==> config.mk <==
export PLATFORM = sky130hd
export DESIGN_NAME = led_pattern_ctrl
export DESIGN_NICKNAME = d
export VERILOG_FILES = /design/src/rtl/led_pattern_ctrl.sv
export SDC_FILE = /design/constraint.sdc
export NUM_CORES = 1
export LEC_CHECK = 0
export CORE_MARGIN = 2
export CORE_UTILIZATION = 55
export DETAILED_ROUTE_END_ITERATION = 7
export PLACE_DENSITY_LB_ADDON = 0.12
export SYNTH_ARGS = -nofsm -noshare
export SYNTH_HDL_FRONTEND = slang
export SYNTH_SLANG_ARGS = --single-unit
==> constraint.sdc <==
create_clock -name clk -period 1.9 [get_ports clk]
set_input_delay 0.38 -clock clk [delete_from_list [all_inputs] [get_ports clk]]
set_output_delay 0.38 -clock clk [all_outputs]
set_load 0.05 [all_outputs]
==> src/rtl/led_pattern_ctrl.sv <==
`default_nettype none
// ============================================================================
// Module   : led_pattern_ctrl
// Purpose  : Debounced button front end driving NUM_LED LEDs in one of four
//            pattern modes (OFF / STATIC / BLINK / CHASE) with a
//            button-selectable step rate.
// Options  : LED_PATTERN_PWM_DIM_EN adds a 4-bit brightness output and a
//            16-step PWM dimmer; btn4 then steps brightness instead of pause.
// Revision : 1.0 - initial release
// ============================================================================
module led_pattern_ctrl #(
  parameter int NUM_BTN         = 5,
  parameter int NUM_LED         = 8,
  parameter int DEBOUNCE_CYCLES = 500000,
  parameter int BASE_SHIFT      = 20,
  parameter int SPEED_RESET     = 4
) (
  input  logic               clk,
  input  logic               rst_n,
  input  logic [NUM_BTN-1:0] btn,
  output logic [NUM_LED-1:0] led,
  output logic [1:0]         mode,
  output logic [2:0]         speed,
`ifdef LED_PATTERN_PWM_DIM_EN
  output logic [3:0]         brightness,
`endif
  output logic [NUM_BTN-1:0] btn_pulse
);

  localparam int CNT_W    = $clog2(DEBOUNCE_CYCLES + 1);
  localparam int PRE_W    = BASE_SHIFT + 8;
  localparam int STATIC_W = (NUM_BTN < NUM_LED) ? NUM_BTN : NUM_LED;

  typedef enum logic [1:0] {
    MODE_OFF    = 2'd0,
    MODE_STATIC = 2'd1,
    MODE_BLINK  = 2'd2,
    MODE_CHASE  = 2'd3
  } mode_t;

  // ---------------------------------------------------------------- inputs
  logic [NUM_BTN-1:0] r_sync1, r_sync2, r_level, w_level_next, r_pulse;

  generate
    for (genvar i = 0; i < NUM_BTN; i++) begin : g_btn
      logic [CNT_W-1:0] r_cnt;
      logic             w_accept;

      // The synced value must keep disagreeing with the level through a full
      // DEBOUNCE_CYCLES count before the level follows it.
      assign w_accept = (r_sync2[i] != r_level[i]) && (r_cnt == CNT_W'(DEBOUNCE_CYCLES));
      assign w_level_next[i] = w_accept ? r_sync2[i] : r_level[i];

      // Per-button stability counter, cleared whenever input matches level.
      always_ff @(posedge clk) begin
        if (!rst_n)                          r_cnt <= '0;
        else if (r_sync2[i] == r_level[i])   r_cnt <= '0;
        else if (w_accept)                   r_cnt <= '0;
        else                                 r_cnt <= r_cnt + 1'b1;
      end
    end
  endgenerate

  // Two-flop synchroniser, debounced level and rising-edge pulse register.
  always_ff @(posedge clk) begin
    if (!rst_n) begin
      r_sync1 <= '0;
      r_sync2 <= '0;
      r_level <= '0;
      r_pulse <= '0;
    end else begin
      r_sync1 <= btn;
      r_sync2 <= r_sync1;
      r_level <= w_level_next;
      r_pulse <= w_level_next & ~r_level;
    end
  end

  // ---------------------------------------------------------------- control
  mode_t              r_mode, w_mode_next;
  logic [1:0]         w_mode_inc;
  logic [2:0]         r_speed, w_speed_next;
  logic               r_dir, w_dir_next;
  logic               r_paused, w_paused_next;
  logic               r_blink, w_blink_next;
  logic [NUM_LED-1:0] r_chase, w_chase_next;
  logic [PRE_W-1:0]   r_pre, w_pre_next, w_mask;
  logic               w_step;
  logic [NUM_LED-1:0] w_pattern, r_led;
`ifdef LED_PATTERN_PWM_DIM_EN
  logic [3:0]         r_bright, w_bright_next, r_pwm;
`endif

  // Step fires when the low BASE_SHIFT+speed prescaler bits are all ones.
  assign w_mask     = {PRE_W{1'b1}} >> (4'd8 - {1'b0, r_speed});
  assign w_step     = ((r_pre & w_mask) == w_mask) && !r_paused;
  assign w_mode_inc = r_mode + 2'd1;

  // State register for mode and all pattern state.
  always_ff @(posedge clk) begin
    if (!rst_n) begin
      r_mode   <= MODE_BLINK;
      r_speed  <= 3'(SPEED_RESET);
      r_dir    <= 1'b0;
      r_paused <= 1'b0;
      r_blink  <= 1'b0;
      r_chase  <= {{(NUM_LED-1){1'b0}}, 1'b1};
      r_pre    <= '0;
    end else begin
      r_mode   <= w_mode_next;
      r_speed  <= w_speed_next;
      r_dir    <= w_dir_next;
      r_paused <= w_paused_next;
      r_blink  <= w_blink_next;
      r_chase  <= w_chase_next;
      r_pre    <= w_pre_next;
    end
  end

  // Next-state logic: button actions, then mode change or pattern step.
  always_comb begin
    w_mode_next   = r_mode;
    w_speed_next  = r_speed;
    w_dir_next    = r_dir;
    w_paused_next = r_paused;
    w_blink_next  = r_blink;
    w_chase_next  = r_chase;
    w_pre_next    = r_pre + 1'b1;
`ifdef LED_PATTERN_PWM_DIM_EN
    w_bright_next = r_bright;
`endif
    if (r_pulse[1] && !r_pulse[2] && (r_speed != 3'd0)) w_speed_next = r_speed - 3'd1;
    if (r_pulse[2] && !r_pulse[1] && (r_speed != 3'd7)) w_speed_next = r_speed + 3'd1;
    if (r_pulse[3]) w_dir_next = ~r_dir;
`ifdef LED_PATTERN_PWM_DIM_EN
    if (r_pulse[4]) w_bright_next = r_bright + 4'd1;
`else
    if (r_pulse[4]) w_paused_next = ~r_paused;
`endif
    // A mode change restarts the pattern and swallows a coincident step.
    if (r_pulse[0]) begin
      w_mode_next  = mode_t'(w_mode_inc);
      w_pre_next   = '0;
      w_blink_next = 1'b0;
      w_chase_next = {{(NUM_LED-1){1'b0}}, 1'b1};
    end else if (w_step) begin
      w_blink_next = ~r_blink;
      w_chase_next = r_dir ? {r_chase[0], r_chase[NUM_LED-1:1]}
                           : {r_chase[NUM_LED-2:0], r_chase[NUM_LED-1]};
    end
  end

  // Pattern selected by the current mode.
  always_comb begin
    w_pattern = '0;
    case (r_mode)
      MODE_STATIC: w_pattern[STATIC_W-1:0] = r_level[STATIC_W-1:0];
      MODE_BLINK:  w_pattern = {NUM_LED{r_blink}};
      MODE_CHASE:  w_pattern = r_chase;
      default:     w_pattern = '0;
    endcase
  end

`ifdef LED_PATTERN_PWM_DIM_EN
  // Brightness, PWM phase counter and dimmed LED register.
  always_ff @(posedge clk) begin
    if (!rst_n) begin
      r_bright <= 4'd15;
      r_pwm    <= 4'd0;
      r_led    <= '0;
    end else begin
      r_bright <= w_bright_next;
      r_pwm    <= r_pwm + 4'd1;
      r_led    <= w_pattern & {NUM_LED{r_pwm <= r_bright}};
    end
  end

  assign brightness = r_bright;
`else
  // Registered LED drive.
  always_ff @(posedge clk) begin
    if (!rst_n) r_led <= '0;
    else        r_led <= w_pattern;
  end
`endif

  assign led       = r_led;
  assign mode      = r_mode;
  assign speed     = r_speed;
  assign btn_pulse = r_pulse;

endmodule
`default_nettype wire

==> results.py <==
metrics = {
    "global_routing": {
        "grtUsageTotal_pct": 20.5,
        "grt_max_degree": 27,
        "grt_antenna_before_repair": 0,
        "grt_pass1_wl_um": 24300,
        "overflow": 0,
        "grt_pass1_vias": 5468,
    },
    "timing": {
        "fin_crit_sh_pct": 97.4,
        "rsz0062_at_grt": "yes",
        "fin_ws_ns": 0.0492,
        "hold_slack_ns": 0.437,
        "setup_viol": 0,
        "fin_crit_ns": 1.85,
        "worstMarginPinSlew_ns": 0.497,
        "max_freq_ghz": 0.540,
        "tns_ns": 0,
        "slew_headroom_pct": 66.6,
        "clock_skew_ns": 0.00627,
        "slew_violations": 0,
        "hold_violations": 0,
    },
    "final_layout": {
        "syn2layout_area_growth_pct": 16.1,
        "regArea_mm2": 0.00335,
        "fin_nets": 891,
        "post-route-cell-area_mm2": 0.00869,
        "antennaDiodeCount": 0,
        "n_fill_cell": 1110,
        "multi_input_area_mm2": 0.00396,
        "layout-drive-gt1-share_pct": 12.0,
    },
    "floorplanning": {
        "num_rows": 42,
        "io_pins": 25,
        "die_width_um": 121,
        "start_util_pct": 56.5,
        "dieArea_mm2": 0.0145,
        "core_mm2": 0.0132,
        "fp.dieH_um": 121,
    },
    "detailed_routing": {
        "drtIter0Drc": 327,
        "drcViolationCount": 0,
        "vias_per_cell": 5.29,
        "drt.antenna.violating_nets": 0,
        "firstDrtPassIters": 5,
        "vias": 5568,
        "drt_wl_total_um": 14000,
        "routedWlPerCell_um": 13.3,
    },
    "placed_design": {
        "post-dp-hpwl_um": 9810,
        "dpl_cell_area_mm2": 0.00801,
        "place_worst_setup_slack_ns": -0.0500,
        "gp_congestion": 0.804,
        "port_buffers": 24,
    },
    "clocking": {
        "cts.clk_slew.worst_paths_ns": 0.06,
        "cts_tree": "built",
        "numCtsBuffers": 17,
        "cts_root_buf": "clkbuf_16",
        "cts_setup_buffers": 0,
        "cts_sinks": 167,
        "h-tree-depth": 4,
        "worstSkewPairLatency_ns": 0.43,
        "clk_path_buf_depth": 2,
    },
    "worst_hold_path": {
        "min_path_type": "reg2reg",
    },
    "synthesis": {
        "synth_edf_count": 0,
        "yosys_most_used_dff": "dfxtp_1",
        "syn_area_mm2": 0.00748,
        "synth_cell_types": 50,
        "seq_area_frac_synth_pct": 44.7,
        "synth-seq-cells": 167,
        "synth_fp_nets": 848,
        "synth-async-reset-ratio_pct": 0,
        "syn_inst": 820,
        "synth_warnings": 0,
        "synth.avg_cell_area_um2": 9.12,
    },
    "worst_setup_path": {
        "worstSetupStartpointType": "flip-flop",
        "end_kind": "flip-flop",
        "critPathMaxFanout": 9,
        "critPathArrivalTime_ns": 2.16,
        "required_ns": 2.21,
        "crit_type": "reg2reg",
    },
    "flow_run": {
        "maxCapViolCount": 0,
    },
    "pwr": {
        "ir_drop_uv": 623,
        "powerDensity_mw_per_mm2": 847,
        "total_power_uw": 7360,
        "p_leak_uw": 0.00319,
    },
    "status": {
        "status": "complete, no violations",
    },
}
cell families (layout without fill, tap and decap cells):
family	after synthesis	after routing	synth area share, %
AND/OR/NAND/NOR	405	405	28.5
flip-flops	167	167	44.7
XOR/XNOR	116	116	13.6
buffers and inverters	50	106	3.30
AO/OA/AOI/OAI	39	39	3.28
multiplexers	22	22	3.06
adder cells (fa/ha/maj)	21	21	3.61
cell usage in the layout (no fill, tap or decap), types with 5 or more instances in the layout:
cell type / n
a21oi_1: 15
a22oi_1: 5
and2_1: 24
and3_1: 12
and4_1: 14
buf_4: 31
bufinv_16: 5
clkbuf_16: 17
clkdlybuf4s50_1: 6
dfxtp_1: 164
dlygate4sd2_1: 9
ha_1: 18
inv_1: 24
mux2_2: 7
mux2i_1: 15
nand2_1: 59
nand3_1: 55
nand4_1: 29
nor2_1: 134
nor2b_1: 9
nor3_1: 14
nor4_2: 5
nor4b_1: 10
o21ai_0: 5
or3_1: 5
or4b_1: 5
xnor2_1: 36
xor2_1: 80
metal layers:
| layer | part of all wire (%) | vias to the layer above | GRT usage, % |
|---|---|---|---|
| li1 | - | 2852 | - |
| met1 | 47 | 2630 | 25.1 |
| met2 | 48 | 66 | 34.9 |
| met3 | 3.0 | 20 | 4.91 |
| met4 | 1.9 | 0 | 8.14 |
| met5 | 0 | - | 0 |
power breakdown:
part | total, µW | internal [µW] | leakage, µW | switching, µW
clock network | 3720 | 2360 | 0.000309 | 1360
registers | 3530 | 3520 | 0.00135 | 13.9
logic | 102 | 42.6 | 0.00153 | 59.4
worst max-delay path, stage by stage, from the launching register on:
cell	delay, ns
dfxtp_4	0.35
inv_4	0.04
ha_4	0.15
ha_4	0.27
nor2b_4	0.14
o21ai_2	0.06
nor4b_2	0.24
o2111ai_2	0.16
buf_6	0.18
mux2i_1	0.12
sequential cells by signal, indices dropped and copies added, names as in the netlist:
signal / count
btn_pulse: 5
g_btn.r_cnt: 95
led: 8
mode: 2
r_blink: 1
r_chase: 8
r_dir: 1
r_level: 5
r_paused: 1
r_pre: 28
r_sync1: 5
r_sync2: 5
speed: 3
layout make-up:
| cell class | count | share of cell area, % |
|---|---|---|
| Multi-Input combinational cell | 603 | 45.6 |
| Sequential cell | 167 | 38.6 |
| Clock buffer | 19 | 5.10 |
| Timing Repair Buffer | 48 | 4.64 |
| Tap cell | 176 | 2.54 |
| Clock inverter | 13 | 2.32 |
| Inverter | 26 | 1.18 |
worst paths after layout:
| path | start | end | slack (ns) | depth (start not counted) |
|---|---|---|---|---|
| worst max-delay path | speed[1] | r_chase[0] | 0.05 | 9 |
| worst min-delay path | r_sync1[0] | r_sync2[0] | 0.44 | 1 |
| worst max register to register | speed[1] | r_chase[0] | 0.05 | 9 |
| worst min register to register | r_sync1[0] | r_sync2[0] | 0.44 | 1 |
synth_stat cells, types with 2 or more instances:
library cell	n	share of area (%)
nand3_4	2	0.47
nor4b_1	11	1.3
nand4_1	29	2.4
and2_1	24	2.0
buf_6	6	0.90
buf_2	4	0.27
nand3b_1	3	0.30
nor3_1	15	1.0
o211ai_1	3	0.30
nand3_2	5	0.67
nand3_1	55	3.7
clkbuf_1	11	0.55
xor2_1	80	9.4
nor2b_1	11	0.92
mux2_2	7	1.1
dfxtp_1	167	45
mux2i_1	15	2.0
a22oi_1	5	0.50
xnor2_1	36	4.2
nor4_1	2	0.17
and3_1	12	1.0
nor2_2	2	0.17
nand2b_1	3	0.25
and4_1	14	1.6
o21ai_0	6	0.40
nand2_1	59	3.0
or2_2	4	0.33
or3_1	5	0.42
a21oi_1	15	1.0
a21boi_0	3	0.30
or4b_1	5	0.67
inv_1	26	1.3
buf_4	2	0.20
nor4_2	5	0.84
nor2_1	134	6.7
ha_1	20	3.3
through the flow:
stage	instances	utilization (%)
6_report	1052	65.6
2_1_floorplan	820	-
4_1_cts	1052	65.3
3_3_place_gp	1020	60.5
5_1_grt	1052	65.6
3_5_place_dp	1020	60.5
repair_timing:
action | CTS | global route
hold endpoints to repair | 0 | 0
pin swaps | 1 | 1
gates resized for setup | 10 | 8
setup endpoints to repair | 18 | 34
hold buffers | 0 | 0
(Power assumes the default switching activity.)
